==> src/rtl/ps2_kb_rx_if.sv <==
// PS/2 keyboard receiver bus.
//   ps2_clk, ps2_data : raw keyboard lines (asynchronous to the system clock)
//   sig_rd_kb         : pop strobe from the MMIO read path
//   kb_data           : scan code at the FIFO head (show-ahead)
//   kb_ready          : FIFO not empty
//   overflow          : sticky, a valid frame was dropped on a full FIFO
//   frame_err         : one-cycle pulse on parity / stop / timeout failure
// master = keyboard + CPU side, slave = receiver.
interface ps2_kb_rx_if #(
  parameter int KB_WIDTH = 8
);
  logic                ps2_clk;
  logic                ps2_data;
  logic                sig_rd_kb;
  logic [KB_WIDTH-1:0] kb_data;
  logic                kb_ready;
  logic                overflow;
  logic                frame_err;

  modport master (
    output ps2_clk, ps2_data, sig_rd_kb,
    input  kb_data, kb_ready, overflow, frame_err
  );

  modport slave (
    input  ps2_clk, ps2_data, sig_rd_kb,
    output kb_data, kb_ready, overflow, frame_err
  );
endinterface

==> src/rtl/ps2_kb_rx.sv <==
// PS/2 keyboard receiver with scan-code FIFO.
// Ports:
//   clk   : system clock, all state changes on its rising edge
//   rst_n : asynchronous active-low reset
//   bus   : ps2_kb_rx_if slave (raw PS/2 lines in, FIFO head/flags out)
//
// state  | meaning
// IDLE   | waiting for a start bit (falling edge with data low)
// DATA   | shifting in data bits, LSB first
// PARITY | waiting for the parity bit
// STOP   | waiting for the stop bit; frame checked and pushed here
module ps2_kb_rx #(
  parameter int KB_WIDTH    = 8,
  parameter int FIFO_DEPTH  = 8,
  parameter int TIMEOUT_CYC = 5000
) (
  input  logic        clk,
  input  logic        rst_n,
  ps2_kb_rx_if.slave  bus
);
  localparam int AW = $clog2(FIFO_DEPTH);
  localparam int BW = $clog2(KB_WIDTH);
  localparam int TW = $clog2(TIMEOUT_CYC + 1);
  localparam logic [AW:0]   DEPTH_C  = (AW+1)'(FIFO_DEPTH);
  localparam logic [BW-1:0] LAST_BIT = BW'(KB_WIDTH - 1);
  localparam logic [TW-1:0] TMO_LOAD = TW'(TIMEOUT_CYC - 1);

  typedef enum logic [1:0] {IDLE, DATA, PARITY, STOP} state_e;

  logic clk_s1_q, clk_s2_q, clk_s3_q, dat_s1_q, dat_s2_q;
  logic clk_s1_d, clk_s2_d, clk_s3_d, dat_s1_d, dat_s2_d;
  state_e              state_q, state_d;
  logic [BW-1:0]       bit_cnt_q, bit_cnt_d;
  logic [KB_WIDTH-1:0] shift_q, shift_d;
  logic                parity_q, parity_d;
  logic [TW-1:0]       tmo_q, tmo_d;
  logic                frame_err_q, frame_err_d;
  logic [AW-1:0]       rd_ptr_q, rd_ptr_d, wr_ptr_q, wr_ptr_d;
  logic [AW:0]         count_q, count_d;
  logic                overflow_q, overflow_d;
  logic [KB_WIDTH-1:0] mem [FIFO_DEPTH];

  logic ps2_fall, ps2_bit, push, pop, full, wr_en;

  always_comb begin
    clk_s1_d = bus.ps2_clk;
    clk_s2_d = clk_s1_q;
    clk_s3_d = clk_s2_q;
    dat_s1_d = bus.ps2_data;
    dat_s2_d = dat_s1_q;
  end

  assign ps2_fall = clk_s3_q & ~clk_s2_q;
  assign ps2_bit  = dat_s2_q;

  // Timeout is a down-counter reloaded on every PS/2 falling edge while a
  // frame is in flight; hitting zero with no edge abandons the frame.
  always_comb begin
    state_d     = state_q;
    bit_cnt_d   = bit_cnt_q;
    shift_d     = shift_q;
    parity_d    = parity_q;
    tmo_d       = tmo_q;
    push        = 1'b0;
    frame_err_d = 1'b0;
    if (state_q == IDLE) begin
      if (ps2_fall && !ps2_bit) begin
        state_d   = DATA;
        bit_cnt_d = '0;
        tmo_d     = TMO_LOAD;
      end
    end else if (ps2_fall) begin
      tmo_d = TMO_LOAD;
      case (state_q)
        DATA: begin
          shift_d   = {ps2_bit, shift_q[KB_WIDTH-1:1]};
          bit_cnt_d = bit_cnt_q + BW'(1);
          if (bit_cnt_q == LAST_BIT) state_d = PARITY;
        end
        PARITY: begin
          parity_d = ps2_bit;
          state_d  = STOP;
        end
        default: begin
          state_d = IDLE;
          // Odd parity over data + parity bit, stop bit must be high.
          if (ps2_bit && (^{shift_q, parity_q})) push = 1'b1;
          else                                   frame_err_d = 1'b1;
        end
      endcase
    end else if (tmo_q == '0) begin
      state_d     = IDLE;
      shift_d     = '0;
      frame_err_d = 1'b1;
    end else begin
      tmo_d = tmo_q - TW'(1);
    end
  end

  // A pop frees a slot in the same cycle, so a push on a full FIFO with a
  // concurrent pop is still stored and does not count as an overflow.
  always_comb begin
    pop      = bus.sig_rd_kb && (count_q != '0);
    full     = (count_q == DEPTH_C);
    wr_en    = push && (!full || pop);
    rd_ptr_d = pop   ? rd_ptr_q + AW'(1) : rd_ptr_q;
    wr_ptr_d = wr_en ? wr_ptr_q + AW'(1) : wr_ptr_q;
    count_d  = count_q;
    if (wr_en && !pop)      count_d = count_q + (AW+1)'(1);
    else if (pop && !wr_en) count_d = count_q - (AW+1)'(1);
    overflow_d = overflow_q;
    if (pop)                  overflow_d = 1'b0;
    if (push && full && !pop) overflow_d = 1'b1;
  end

  always_ff @(posedge clk or negedge rst_n) begin
    if (!rst_n) begin
      clk_s1_q    <= 1'b1;
      clk_s2_q    <= 1'b1;
      clk_s3_q    <= 1'b1;
      dat_s1_q    <= 1'b1;
      dat_s2_q    <= 1'b1;
      state_q     <= IDLE;
      bit_cnt_q   <= '0;
      shift_q     <= '0;
      parity_q    <= 1'b0;
      tmo_q       <= '0;
      frame_err_q <= 1'b0;
      rd_ptr_q    <= '0;
      wr_ptr_q    <= '0;
      count_q     <= '0;
      overflow_q  <= 1'b0;
    end else begin
      clk_s1_q    <= clk_s1_d;
      clk_s2_q    <= clk_s2_d;
      clk_s3_q    <= clk_s3_d;
      dat_s1_q    <= dat_s1_d;
      dat_s2_q    <= dat_s2_d;
      state_q     <= state_d;
      bit_cnt_q   <= bit_cnt_d;
      shift_q     <= shift_d;
      parity_q    <= parity_d;
      tmo_q       <= tmo_d;
      frame_err_q <= frame_err_d;
      rd_ptr_q    <= rd_ptr_d;
      wr_ptr_q    <= wr_ptr_d;
      count_q     <= count_d;
      overflow_q  <= overflow_d;
    end
  end

  // Storage is not reset; kb_data is only meaningful while kb_ready is high.
  always_ff @(posedge clk) begin
    if (wr_en) mem[wr_ptr_q] <= shift_q;
  end

  assign bus.kb_data   = mem[rd_ptr_q];
  assign bus.kb_ready  = (count_q != '0);
  assign bus.overflow  = overflow_q;
  assign bus.frame_err = frame_err_q;
endmodule

==> src/flat_wrapper.sv <==
// flat-port wrapper written by rule: the top's interface ports become plain ports
module ps2_kb_rx_flat 
#(
  parameter int KB_WIDTH    = 8,
  parameter int FIFO_DEPTH  = 8,
  parameter int TIMEOUT_CYC = 5000
)
  (clk, rst_n, bus_ps2_clk, bus_ps2_data, bus_sig_rd_kb, bus_kb_data, bus_kb_ready, bus_overflow, bus_frame_err);
  ps2_kb_rx_if #(.KB_WIDTH(KB_WIDTH)) bus_i ();
  input  logic clk;
  input  logic rst_n;
  input wire logic [$bits(bus_i.ps2_clk)-1:0] bus_ps2_clk;
  input wire logic [$bits(bus_i.ps2_data)-1:0] bus_ps2_data;
  input wire logic [$bits(bus_i.sig_rd_kb)-1:0] bus_sig_rd_kb;
  output wire logic [$bits(bus_i.kb_data)-1:0] bus_kb_data;
  output wire logic [$bits(bus_i.kb_ready)-1:0] bus_kb_ready;
  output wire logic [$bits(bus_i.overflow)-1:0] bus_overflow;
  output wire logic [$bits(bus_i.frame_err)-1:0] bus_frame_err;
  assign bus_i.ps2_clk = bus_ps2_clk;
  assign bus_i.ps2_data = bus_ps2_data;
  assign bus_i.sig_rd_kb = bus_sig_rd_kb;
  assign bus_kb_data = bus_i.kb_data;
  assign bus_kb_ready = bus_i.kb_ready;
  assign bus_overflow = bus_i.overflow;
  assign bus_frame_err = bus_i.frame_err;
  ps2_kb_rx #(.KB_WIDTH(KB_WIDTH), .FIFO_DEPTH(FIFO_DEPTH), .TIMEOUT_CYC(TIMEOUT_CYC)) u_core (.clk(clk), .rst_n(rst_n), .bus(bus_i));
endmodule
==> config.mk <==
export PLATFORM = sky130hd
export DESIGN_NAME = ps2_kb_rx_flat
export DESIGN_NICKNAME = d
export VERILOG_FILES = /design/src/rtl/ps2_kb_rx_if.sv /design/src/rtl/ps2_kb_rx.sv /design/src/flat_wrapper.sv
export SDC_FILE = /design/constraint.sdc
export NUM_CORES = 1
export LEC_CHECK = 0
export ABC_AREA = 0
export ABC_CLOCK_PERIOD_IN_PS = 3200
export BUFFER_PORTS_ARGS = -buffer_cell sky130_fd_sc_hd__buf_2
export CAP_MARGIN = 30
export CORE_MARGIN = 4
export CORE_UTILIZATION = 55
export CTS_BUF_LIST = sky130_fd_sc_hd__clkbuf_16
export CTS_CLUSTER_SIZE = 28
export DETAILED_ROUTE_END_ITERATION = 16
export PLACE_DENSITY = 0.8
export SETUP_SLACK_MARGIN = 0.02
export SYNTH_ARGS = -nofsm -noshare
export SYNTH_HDL_FRONTEND = slang
export SYNTH_SLANG_ARGS = --single-unit
==> constraint.sdc <==
create_clock -name clk -period 3.2 [get_ports clk]
set_input_delay 0.32 -clock clk [delete_from_list [all_inputs] [get_ports clk]]
set_output_delay 0.32 -clock clk [all_outputs]
set_load 0.01 [all_outputs]
# == Word-level counts from Yosys, hierarchy flattened ==
# Memory sizes are Yosys's and may differ from the RTL's.
# Index checks and enable logic that the tools add are counted.
# word_totals
regBits,44
latch_bits,0
ram_bits,64
mem_bits_ro,0
input_bits,5
output_inout_bits,11
elab_cells,94
mem_count,1
# memory_table
name,words,width,rd,rd_ports_with_merged_regs,write_ports,line_no,text
u_core.mem,8,8,1,0,1,ps2_kb_rx.sv:41,logic [KB_WIDTH-1:0] mem [FIFO_DEPTH];
# op_classes
add_sub_neg,6
n_mul,0
div_mod_pow,0
magnitude_cmp,0
n_eq_ne,8
shifts,0
mux,32
n_bitwise,3
n_reduce_logical,29
# ops
op,n
13-bit two-way mux,4
8-bit two-way mux,3
13-bit zero test,1
1-bit two-way mux,13
"13-bit by 1-bit subtractor with 13-bit output, second input constant",1
3-bit two-way mux,4
3-bit AND reduction,4
2-bit two-way mux,5
2-bit nonzero test,5
"3-bit by 1-bit adder with 3-bit output, second input constant",3
9-bit parity,1
1-bit logical AND,8
4-bit two-way mux,2
"4-bit by 1-bit adder with 4-bit output, second input constant",1
"4-bit == test, second input constant",1
1-bit zero test,4
"2-bit != test, second input constant",2
"4-bit != test, second input constant",1
2-bit one-hot mux with 2 select lines,1
4-bit nonzero test,1
"4-bit by 1-bit subtractor with 4-bit output, second input constant",1
"3-bit == test, second input constant",1
"3-bit by 1-bit != test with 1-bit output, second input constant",1
3-bit nonzero test,1
other kinds (8),9

# == Depth between registers and ports, before layout ==
# Gate-level depths: netlist (run 1).
# depth
ltp_word,11
ltp_mapped,14
depth_no_buf,14

# == Worst setup path after synthesis (run 1) ==
# Ideal clock, no wire load.
# synth_path
path_type,flip-flop to flip-flop
from,register u_core.state_q[0]
to,register u_core.count_q[3]
setup_time_ns,0.125
arrival_ns,2.857
required_time_ns,3.075
setup_slack_ns,0.218
stages_incl_launch_ff,15
path_buffers,0
period_less_slack_ns,2.982
cell_sequence,dfrtp_1 > inv_1 > ha_1 > or3b_2 > a2111oi_2 > mux2i_1 > inv_2 > ha_1 > inv_1 > ha_1 > a21o_1 > a21oi_1 > xnor2_1 > nor2_1 > xor2_1
# synth_via
elab_chain_len,9
elab_cells_between_ends,13
cone_classes,eq/ne (2); mux (4); reduce/logical (7)
# synth_rtl
item,line_no,text
from (decl),ps2_kb_rx.sv:32,"state_e state_q, state_d;"
from (signal assigned),ps2_kb_rx.sv:139,state_q <= state_d;
2-bit by 1-bit == test with 1-bit output or 2-bit == test (tied branches),ps2_kb_rx.sv:74,case (state_q)
2-bit OR reduction (no source line),-,
1-bit two-way mux,ps2_kb_rx.sv:74,
1-bit two-way mux,ps2_kb_rx.sv:72,end else if (ps2_fall) begin
1-bit two-way mux (*),ps2_kb_rx.sv:66,if (state_q == IDLE) begin
1-bit logical AND (*),ps2_kb_rx.sv:105,wr_en = push && (!full || pop);
via u_core.wr_en,ps2_kb_rx.sv:43,"logic ps2_fall, ps2_bit, push, pop, full, wr_en;"
1-bit zero test,ps2_kb_rx.sv:110,else if (pop && !wr_en) count_d = count_q - (AW+1)'(1);
1-bit logical AND,ps2_kb_rx.sv:110,
2-bit nonzero test (no source line),-,
to (signal assigned),ps2_kb_rx.sv:147,count_q <= count_d;
to (decl),ps2_kb_rx.sv:39,"logic [AW:0] count_q, count_d;"
# Mark *: on every way through the listed nets, which the timed path passes. The rest lies on a longest branch.
# A chain may end at the register's enable or synchronous reset.

# == Final worst setup path (run 1) ==
# layout_path
from,register u_core.shift_q[3]
to,register u_core.count_q[3]
# layout_via
elab_chain_len,10
elab_cells_between_ends,12
cone_classes,mux (5); reduce/logical (7)
# layout_rtl
item,line_no,text
from (decl),ps2_kb_rx.sv:34,"logic [KB_WIDTH-1:0] shift_q, shift_d;"
from (signal assigned),ps2_kb_rx.sv:141,shift_q <= shift_d;
9-bit parity (*),ps2_kb_rx.sv:87,"if (ps2_bit && (^{shift_q, parity_q})) push = 1'b1;"
1-bit logical AND (*),ps2_kb_rx.sv:87,
1-bit two-way mux (*),ps2_kb_rx.sv:87,
1-bit two-way mux (*),ps2_kb_rx.sv:74,
1-bit two-way mux (*),ps2_kb_rx.sv:72,
1-bit two-way mux (*),ps2_kb_rx.sv:66,
1-bit logical AND (*),ps2_kb_rx.sv:105,
via u_core.wr_en,ps2_kb_rx.sv:43,
1-bit zero test,ps2_kb_rx.sv:110,
1-bit logical AND,ps2_kb_rx.sv:110,
2-bit nonzero test (no source line),-,
# Marked as above.

==> impl_metrics.env, run 1 <==
export IMPL_yosys_top_cells_count="64 x edfxtp_1, 39 x dfrtp_1, 20 x nor2_1, 18 x nand2_1, 16 x mux4_2"
export IMPL_totalNegativeSetupSlack_ns=0
export IMPL_timing_rr_end="u_core.count_q[3]"
export IMPL_n_antenna_cell=0
export IMPL_grt_pass1_vias=2768
export IMPL_num_vias=2716
export IMPL_cts_sinks=108
export IMPL_r2r_start="u_core.shift_q[3]"
export IMPL_io_pins=16
export IMPL_dp_slack_ns=0.00388
export IMPL_top_usage_layer="met2"
export IMPL_start_util=0.570
export IMPL_clock_path_buffers=2
export IMPL_syn_area_um2=4730
export IMPL_antenna_found_initial=0
export IMPL_die_h_um=101
export IMPL_dpl_cell_area_um2=4980
export IMPL_synth_fp_nets=333
export IMPL_startpoint_type="register"
export IMPL_die_w_um=101
export IMPL_final_cells=460
export IMPL_netlist_instances=316
export IMPL_powerDensity_nw_per_um2=834
export IMPL_cts_buffers=9
export IMPL_critPathRequiredTime_ns=3.44
export IMPL_synth_most_common_cell="edfxtp_1"
export IMPL_use_met2=0.294
export IMPL_drc=0
export IMPL_clkTransAtPathRegs_ns=0.08
export IMPL_post_route_util=0.647
export IMPL_endpoint="u_core.count_q[3]"
export IMPL_synth_area_per_cell_um2=15.0
export IMPL_regToRegSetupSlack_ns=0.25
export IMPL_end_kind="register"
export IMPL_overflow=0
export IMPL_fill_cells=572
export IMPL_period_share=0.921
export IMPL_worstRegToRegCells=12
export IMPL_relSlewSlack=0.438
export IMPL_dp_hpwl_um=5590
export IMPL_grt_max_degree=45
export IMPL_clockRootBuffer="clkbuf_16"
export IMPL_use_met1=0.265
export IMPL_min_period_ns=2.95
export IMPL_critPathMaxFanout=11
export IMPL_port_buffers=15
export IMPL_synth_flop_cell="edfxtp_1"
export IMPL_final_layout_size_suffix_gt1_frac=0.248
export IMPL_power_mw=4.48
export IMPL_die_area_um2=10100
export IMPL_final_cell_area_um2=5370
export IMPL_place_gp_congestion=0.810
export IMPL_synth_seq_cells=108
export IMPL_worst_slack_ns=0.253
export IMPL_drt_iter0_drc=116
export IMPL_grt_usage=0.187
export IMPL_synth_top_area_cell="edfxtp_1"
export IMPL_grt_pass1_wl_um=14400
export IMPL_syn_to_final_growth_pct=13.5
export IMPL_cts_tree="done"
export IMPL_critical_path_class="reg -> reg"
export IMPL_rsz0062_at_grt="no"
export IMPL_status="complete, no violations"
export IMPL_routedWlPerCell_um=18.6
export IMPL_ys_async_sr_fraction=0.407
export IMPL_wirelength_um=8550
export IMPL_max_cap_viol_count=0
export IMPL_firstDrtPassIters=4
export IMPL_synthTopCellsByArea="edfxtp_1 41%, dfrtp_1 21%, mux4_2 7.6%"
export IMPL_htree_levels=3
export IMPL_cp_startpoint="u_core.shift_q[3]"
export IMPL_fmax_mhz=339
export IMPL_seq_area_frac_synth=0.641
export IMPL_synth_top_area_frac=0.406
export IMPL_clk_latency_ns=0.35
export IMPL_ant_nets=0
export IMPL_rows=33
export IMPL_viasPerCell=5.90
export IMPL_grtUsageMet3=0.0484
export IMPL_dp_cells=438
export IMPL_whs_ns=0.0644
export IMPL_worst_pin_slew_ns=0.843
export IMPL_setup_viol=0
export IMPL_hold_viol=0
export IMPL_synth_edf_count=64
export IMPL_power_static_leakage_nw=1.95
export IMPL_nets=367
export IMPL_arrival_ns=3.19
export IMPL_hold_path_class="in -> reg"
export IMPL_ir_drop_uv=469
export IMPL_core_region_area_um2=8300
export IMPL_slew_violations=0
export IMPL_skew_ns=0.0108
export IMPL_yosysUniqueCellTypes=50
export IMPL_yosysWarnings=0
-- kinds of logic after synthesis --
logic type | after synthesis | share of synthesized area
compound gates | 53 | 0.0770
flops | 108 | 0.641
buf+inv | 18 | 0.0148
xor+xnor | 19 | 0.0413
simple gates | 77 | 0.0860
mux | 29 | 0.107
fa+ha+maj | 12 | 0.0333
-- power by group --
part | total, mW | internal [mW] | switching (mW)
Combinational | 1.35 | 0.700 | 0.653
Sequential | 2.01 | 1.71 | 0.298
Clock | 1.11 | 0.564 | 0.550
Total | 4.48 | 2.98 | 1.50
-- layout by cell type, fill, tap and decap left out, drive strengths merged, types with 2 or more instances in the layout --
master / count
edfxtp: 64
dfrtp: 39
buf: 31
nor2: 20
nand2: 18
mux4: 16
inv: 14
o21ai: 13
mux2: 12
xnor2: 11
ha: 11
a21oi: 11
a22o: 9
clkbuf: 9
nor3: 7
nand2b: 7
xor2: 6
nor2b: 5
a31oi: 5
dfstp: 5
nor4: 4
or3: 3
nand3: 3
o211ai: 3
a21o: 2
o31ai: 2
o2111ai: 2
nor3b: 2
or4: 2
clkinv: 2
-- timing repair --
item                                   in CTS  in global routing
endpoints found under the hold margin       0                 39
gates resized for setup                     0                  3
hold buffers                                0                  1
buffers inserted                            1                  3
setup endpoints to repair                   1                  1
-- critical path, stage by stage (launching register included) --
cell	delay, ns
dfrtp_1	0.55
xor2_1	0.23
xnor3_1	0.51
mux2i_1	0.27
inv_2	0.07
ha_1	0.22
inv_1	0.12
ha_1	0.24
a21o_1	0.16
a21oi_2	0.14
xnor2_1	0.13
nor2_1	0.06
xor2_1	0.14
-- final cells by class --
cell class,instances,area [um2],share of cell area
inverters,9,33.8,0.00630
repair buffers,32,218,0.0406
flip-flops and latches,108,3030,0.564
clock inverters,7,81.3,0.0152
multi-input cells,190,1650,0.307
well taps,105,131,0.0245
clock buffers,9,225,0.0420
-- registers in the layout, indices dropped and copies added, names as in the netlist, 2 cells and up --
register and cells:
u_core.bit_cnt_q 3, u_core.wr_ptr_q 3, u_core.state_q 2, u_core.tmo_q 13
u_core.count_q 4, u_core.mem 64, u_core.shift_q 8, u_core.rd_ptr_q 3
-- worst min path at each step --
stage | startpoint | to | cells after the start
2_1_floorplan | rst_n | u_core.bit_cnt_q[0] | 0
3_3_place_gp | u_core.dat_s1_q | u_core.dat_s2_q | 0
3_5_place_dp | u_core.dat_s1_q | u_core.dat_s2_q | 0
4_1_cts | bus_ps2_data | u_core.dat_s1_q | 1
5_1_grt | bus_ps2_data | u_core.dat_s1_q | 1
6_report | bus_ps2_clk | u_core.clk_s1_q | 1
-- metal layers --
layer / routed length (um) / vias to the layer above
met5: 0 / -
met4: 88 / 0
met3: 408 / 8
met2: 4320 / 61
met1: 3730 / 1370
li1: - / 1277
Note: power is estimated with default switching activity, not from simulation.
==> run 2: changes to the inputs <==
--- a/config.mk
+++ b/config.mk
@@ -9,6 +9,7 @@
 export ABC_CLOCK_PERIOD_IN_PS = 3200
 export BUFFER_PORTS_ARGS = -buffer_cell sky130_fd_sc_hd__buf_2
 export CAP_MARGIN = 30
+export CORE_ASPECT_RATIO = 0.7
 export CORE_MARGIN = 4
 export CORE_UTILIZATION = 55
 export CTS_BUF_LIST = sky130_fd_sc_hd__clkbuf_16
==> run 2 against run 1 <==
  * Via count increased by 3.6%
  * Largest cell class unchanged
  * Global-route usage increased by 0.38 points
  * Critical path type unchanged
  * Clock-buffer cell count unchanged
==> impl_metrics.env, run 2 (same netlist as run 1, synthesis figures left out) <==
export IMPL_cpPeakStageDelay_ns=0.43
export IMPL_nets=369
export IMPL_grt_pass1_wl_um=14600
export IMPL_final_layout_size_suffix_gt1_frac=0.249
export IMPL_clock_path_buffers=2
export IMPL_dp_slack_ns=0.0154
export IMPL_post_route_util=0.662
export IMPL_worstPathCellList="inv_1 -> ha_1 -> or3b_4 -> a2111oi_4 -> mux2i_1 -> inv_2 -> ha_1 -> inv_1 -> ha_1 -> a21o_1 -> a21oi_1 -> xnor2_1 -> nor2_1 -> xor2_1"
export IMPL_htree_levels=3
export IMPL_viasPerCell=6.14
export IMPL_rows=27
export IMPL_fmax_mhz=330
export IMPL_critPathRequiredTime_ns=3.43
export IMPL_min_period_ns=3.03
export IMPL_overflow=0
export IMPL_grt_max_degree=45
export IMPL_cts_sinks=108
export IMPL_status="complete, no violations"
export IMPL_firstDrtPassIters=5
export IMPL_cts_tree="done"
export IMPL_crit_path_top_delay_cell="or3b_4"
export IMPL_clk_latency_ns=0.35
export IMPL_start_util=0.583
export IMPL_crit_path_frequent_cell="ha_1"
export IMPL_drc=0
export IMPL_final_cell_area_um2=5370
export IMPL_antenna_found_initial=0
export IMPL_routedWlPerCell_um=19.1
export IMPL_layout_common_cells="64 x edfxtp_1, 39 x dfrtp_1, 20 x nor2_1"
export IMPL_die_w_um=119
export IMPL_top_regs="u_core.mem x64, u_core.tmo_q x13, u_core.shift_q x8"
export IMPL_clockRootBuffer="clkbuf_16"
export IMPL_ir_drop_uv=517
export IMPL_grt_usage=0.191
export IMPL_startpoint_type="register"
export IMPL_wirelength_um=8770
export IMPL_ant_nets=0
export IMPL_core_region_area_um2=8110
export IMPL_die_area_um2=10200
export IMPL_place_gp_congestion=0.830
export IMPL_regToRegSetupSlack_ns=0.17
export IMPL_grt_pass1_vias=2733
export IMPL_setup_viol=0
export IMPL_clkTransAtPathRegs_ns=0.07
export IMPL_period_share=0.948
export IMPL_critPathMaxFanout=5
export IMPL_num_vias=2814
export IMPL_cts_buffers=9
export IMPL_powerDensity_nw_per_um2=836
export IMPL_largest_register_ffs=64
export IMPL_skew_ns=0.0110
export IMPL_max_cap_viol_count=0
export IMPL_io_pins=16
export IMPL_slew_violations=0
export IMPL_whs_ns=0.0702
export IMPL_worst_pin_slew_ns=0.819
export IMPL_drt_iter0_drc=221
export IMPL_dp_hpwl_um=5810
export IMPL_arrival_ns=3.26
export IMPL_dpl_cell_area_um2=5010
export IMPL_relSlewSlack=0.454
export IMPL_totalNegativeSetupSlack_ns=0
export IMPL_rsz0062_at_grt="no"
export IMPL_syn_to_final_growth_pct=13.5
export IMPL_end_kind="register"
export IMPL_power_static_leakage_nw=1.96
export IMPL_die_h_um=85.6
export IMPL_hold_path_class="in -> reg"
export IMPL_port_buffers=15
export IMPL_n_antenna_cell=0
export IMPL_top_register="u_core.mem"
export IMPL_final_common_cell="edfxtp_1"
export IMPL_hold_viol=0
export IMPL_worst_slack_ns=0.167
export IMPL_critical_path_class="reg -> reg"
[run 2: cell count changes in the layout (fill, tap and decap cells not counted), sizes merged]
| cell | previous run | this run |
|---|---|---|
| inv | 14 | 10 |
| clkinv | 2 | 3 |
| bufinv | 0 | 1 |
| buf | 31 | 33 |
| clkinvlp | 0 | 2 |
[run 2: stage by stage]
stage | total power [mW] | std cells
2_1_floorplan | 2.98 | 316
3_5_place_dp | 3.38 | 438
3_3_place_gp | 3.31 | 438
4_1_cts | 4.49 | 455
6_report | 4.49 | 458
5_1_grt | 4.76 | 458
[run 2: metal layers]
layer,share of wire,vias up,wire [um],global-route usage
met2,0.45,123,3930,0.269
met4,0.016,0,142,0.0726
met5,0,-,0,0
li1,-,1275,-,-
met1,0.46,1401,4040,0.282
met3,0.075,15,654,0.0580
[run 2: layout make-up]
class | instances | area, um2
multi-input cells | 190 | 1640
flip-flops and latches | 108 | 3030
well taps | 101 | 126
clock inverters | 7 | 75.1
fillers | 552 | 2740
repair buffers | 34 | 233
inverters | 9 | 33.8
clock buffers | 9 | 225
[run 2: critical path, delay by kind of cell (launching register included)]
kind                     cells  cell delay [ns]
adder cells (fa/ha/maj)      3             0.70
AO/OA/AOI/OAI                3             0.65
AND/OR/NAND/NOR              2             0.50
flip-flops                   1             0.37
XOR/XNOR                     2             0.28
buffers and inverters        3             0.27
multiplexers                 1             0.15
[run 2: final timing paths]
path | start | cells after the start | to
min | bus_ps2_data | 1 | u_core.dat_s1_q
max | u_core.state_q[0] | 14 | u_core.count_q[3]
max in group asynchronous | rst_n | 3 | u_core.tmo_q[11]
min in group asynchronous | rst_n | 2 | u_core.state_q[0]
min reg2reg | u_core.dat_s1_q | 0 | u_core.dat_s2_q
max reg2reg | u_core.state_q[0] | 14 | u_core.count_q[3]
[run 2: timing repair]
| item | 4_1_cts | 5_1_grt |
|---|---|---|
| setup buffers | 1 | 1 |
| setup endpoints to repair | 1 | 1 |
| cloned | 0 | 0 |
| hold buffers | 0 | 1 |
| gates resized for setup | 0 | 2 |
| hold endpoints to repair | 0 | 14 |
[run 2: where the power goes]
part | total (mW) | internal [mW] | switching [mW]
logic | 1.40 | 0.702 | 0.693
clock network | 1.10 | 0.610 | 0.488
registers | 1.99 | 1.71 | 0.281
==> run 3: changes to the inputs <==
--- a/config.mk
+++ b/config.mk
@@ -6,16 +6,16 @@
 export NUM_CORES = 1
 export LEC_CHECK = 0
 export ABC_AREA = 0
-export ABC_CLOCK_PERIOD_IN_PS = 3200
+export ABC_CLOCK_PERIOD_IN_PS = 2800
 export BUFFER_PORTS_ARGS = -buffer_cell sky130_fd_sc_hd__buf_2
 export CAP_MARGIN = 30
 export CORE_ASPECT_RATIO = 0.7
 export CORE_MARGIN = 4
-export CORE_UTILIZATION = 55
-export CTS_BUF_LIST = sky130_fd_sc_hd__clkbuf_16
+export CORE_UTILIZATION = 64
+export CTS_BUF_LIST = sky130_fd_sc_hd__clkbuf_8
 export CTS_CLUSTER_SIZE = 28
 export DETAILED_ROUTE_END_ITERATION = 16
-export PLACE_DENSITY = 0.8
+export PLACE_DENSITY = 0.87
 export SETUP_SLACK_MARGIN = 0.02
 export SYNTH_ARGS = -nofsm -noshare
 export SYNTH_HDL_FRONTEND = slang
==> constraint.sdc (replaced) <==
create_clock -name clk -period 2.8 [get_ports clk]
set_input_delay 0.28 -clock clk [delete_from_list [all_inputs] [get_ports clk]]
set_output_delay 0.28 -clock clk [all_outputs]
set_load 0.01 [all_outputs]
==> run 3 against run 2 <==
  * Power up 12%
  * Setup slack worse by 0.078 ns
  * Die area down 13%
  * Register-to-register slack worse by 0.08 ns
  * Clock-buffer cell count unchanged
  * Global-route usage up 4.0 points
  * Flip-flop and latch count unchanged
  * Largest power group unchanged
  * Core utilization up 12 points
==> impl_metrics.env, run 3 (same netlist as run 1, synthesis figures left out) <==
export IMPL_drt_iter0_drc=246
export IMPL_grt_pass1_wl_um=15100
export IMPL_grt_pass1_vias=2729
export IMPL_dp_cells=437
export IMPL_top_regs="u_core.mem x64, u_core.tmo_q x13, u_core.shift_q x8"
export IMPL_slew_violations=0
export IMPL_cts_sinks=108
export IMPL_clkTransAtPathRegs_ns=0.11
export IMPL_final_common_cell="edfxtp_1"
export IMPL_overflow=0
export IMPL_start_util=0.678
export IMPL_clk_latency_ns=0.38
export IMPL_worst_pin_slew_ns=0.794
export IMPL_final_layout_size_suffix_gt1_frac=0.305
export IMPL_hold_path_class="in -> reg"
export IMPL_arrival_ns=2.98
export IMPL_status="complete, no violations"
export IMPL_cts_tree="done"
export IMPL_critical_path_class="reg -> reg"
export IMPL_dp_hpwl_um=6150
export IMPL_power_mw=5.03
export IMPL_final_cells=465
export IMPL_port_buffers=15
export IMPL_htree_levels=3
export IMPL_grt_usage=0.231
export IMPL_io_pins=16
export IMPL_firstDrtPassIters=5
export IMPL_period_share=0.968
export IMPL_cts_buffers=9
export IMPL_syn_to_final_growth_pct=15.1
export IMPL_ir_drop_uv=576
export IMPL_relSlewSlack=0.471
export IMPL_clockRootBuffer="clkbuf_8"
export IMPL_max_cap_viol_count=0
export IMPL_largest_register_ffs=64
export IMPL_die_area_um2=8850
export IMPL_worstPathCellList="inv_2 -> ha_4 -> or3b_4 -> a2111oi_4 -> mux2i_2 -> inv_2 -> ha_4 -> inv_4 -> ha_4 -> a21o_1 -> a21oi_2 -> xnor2_1 -> nor2_1 -> xor2_1"
export IMPL_core_region_area_um2=6980
export IMPL_top_register="u_core.mem"
export IMPL_rows=25
export IMPL_dpl_cell_area_um2=5080
export IMPL_routedWlPerCell_um=20.2
export IMPL_cpPeakStageDelay_ns=0.40
export IMPL_post_route_util=0.780
export IMPL_min_period_ns=2.71
export IMPL_skew_ns=0.0129
export IMPL_crit_path_top_delay_cell="or3b_4"
export IMPL_wirelength_um=9410
export IMPL_grt_max_degree=45
export IMPL_clock_path_buffers=2
export IMPL_crit_path_frequent_cell="ha_4"
export IMPL_drc=0
export IMPL_power_static_leakage_nw=2.00
export IMPL_fill_cells=384
export IMPL_num_vias=2883
export IMPL_powerDensity_nw_per_um2=924
export IMPL_critPathMaxFanout=3
export IMPL_critPathRequiredTime_ns=3.07
export IMPL_ant_nets=0
export IMPL_startpoint_type="register"
export IMPL_layout_common_cells="64 x edfxtp_1, 38 x dfrtp_1, 29 x buf_4"
export IMPL_setup_viol=0
export IMPL_nets=383
export IMPL_antenna_found_initial=0
export IMPL_totalNegativeSetupSlack_ns=0
export IMPL_die_w_um=111
export IMPL_fmax_mhz=369
export IMPL_viasPerCell=6.20
export IMPL_place_gp_congestion=0.813
export IMPL_hold_viol=0
export IMPL_end_kind="register"
export IMPL_final_cell_area_um2=5440
export IMPL_n_antenna_cell=0
export IMPL_die_h_um=79.9
-- run 3: cell types whose count changed in the layout (fill, tap and decap cells not counted), sizes merged --
cell / change
dlygate4sd3: +2
inv: +3
clkinv: -1
clkinvlp: -2
buf: +12
-- run 3: metrics by stage --
stage	hold WS, ns	setup WS (ns)
5_1_grt	0.232	-0.0128
6_report	0.232	0.0888
4_1_cts	0.0855	0.0266
3_3_place_gp	0.348	0.0460
2_1_floorplan	-0.0156	0.0270
3_5_place_dp	0.347	-0.0939
-- run 3: area by class of cell --
class	instances	area, um2	area share
sequential	108	3030	0.557
inverter	9	36.3	0.00667
clock buffer	9	124	0.0228
tap	94	118	0.0216
multi-input combinational	190	1700	0.313
clock inverter	7	90.1	0.0165
timing repair buffer	48	343	0.0630
-- run 3: where the power goes --
group          switching, mW  internal, mW
Combinational          0.883         0.914
Sequential             0.282          1.96
Clock                  0.557         0.438
-- run 3: worst paths after layout --
path,from,to,slack [ns],cells after the start
max,u_core.state_q[0],u_core.count_q[3],0.09,14
min,bus_sig_rd_kb,u_core.rd_ptr_q[2],0.23,3
max reg2reg,u_core.state_q[0],u_core.count_q[3],0.09,14
min reg2reg,u_core.dat_s1_q,u_core.dat_s2_q,0.36,0
max in group asynchronous,rst_n,u_core.clk_s3_q,1.92,3
min in group asynchronous,rst_n,u_core.count_q[1],0.34,2
-- run 3: timing repair --
action | CTS | global route
buffers inserted | 3 | 5
hold buffers | 2 | 1
setup endpoints to repair | 1 | 1
gates resized for setup | 1 | 9
pin swaps | 1 | 6
hold endpoints to repair | 2 | 10
-- run 3: per-layer routing --
layer  vias up  GRT usage  share of wire
li1       1302          -              -
met1      1450      0.329           0.43
met2       111      0.357           0.48
met3        20     0.0606          0.070
met4         0     0.0677          0.019
met5         -          0              0
-- run 3: critical path: cells and delay by family (launching register included) --
kind / cells / cell delay [ns]
and+or+nand+nor: 2 / 0.48
DFF: 1 / 0.39
xor gates and xnor gates: 2 / 0.28
AOI/OAI and AO/OA: 3 / 0.62
adders and majority gates: 3 / 0.51
buffers and inverters: 3 / 0.22
muxes: 1 / 0.15
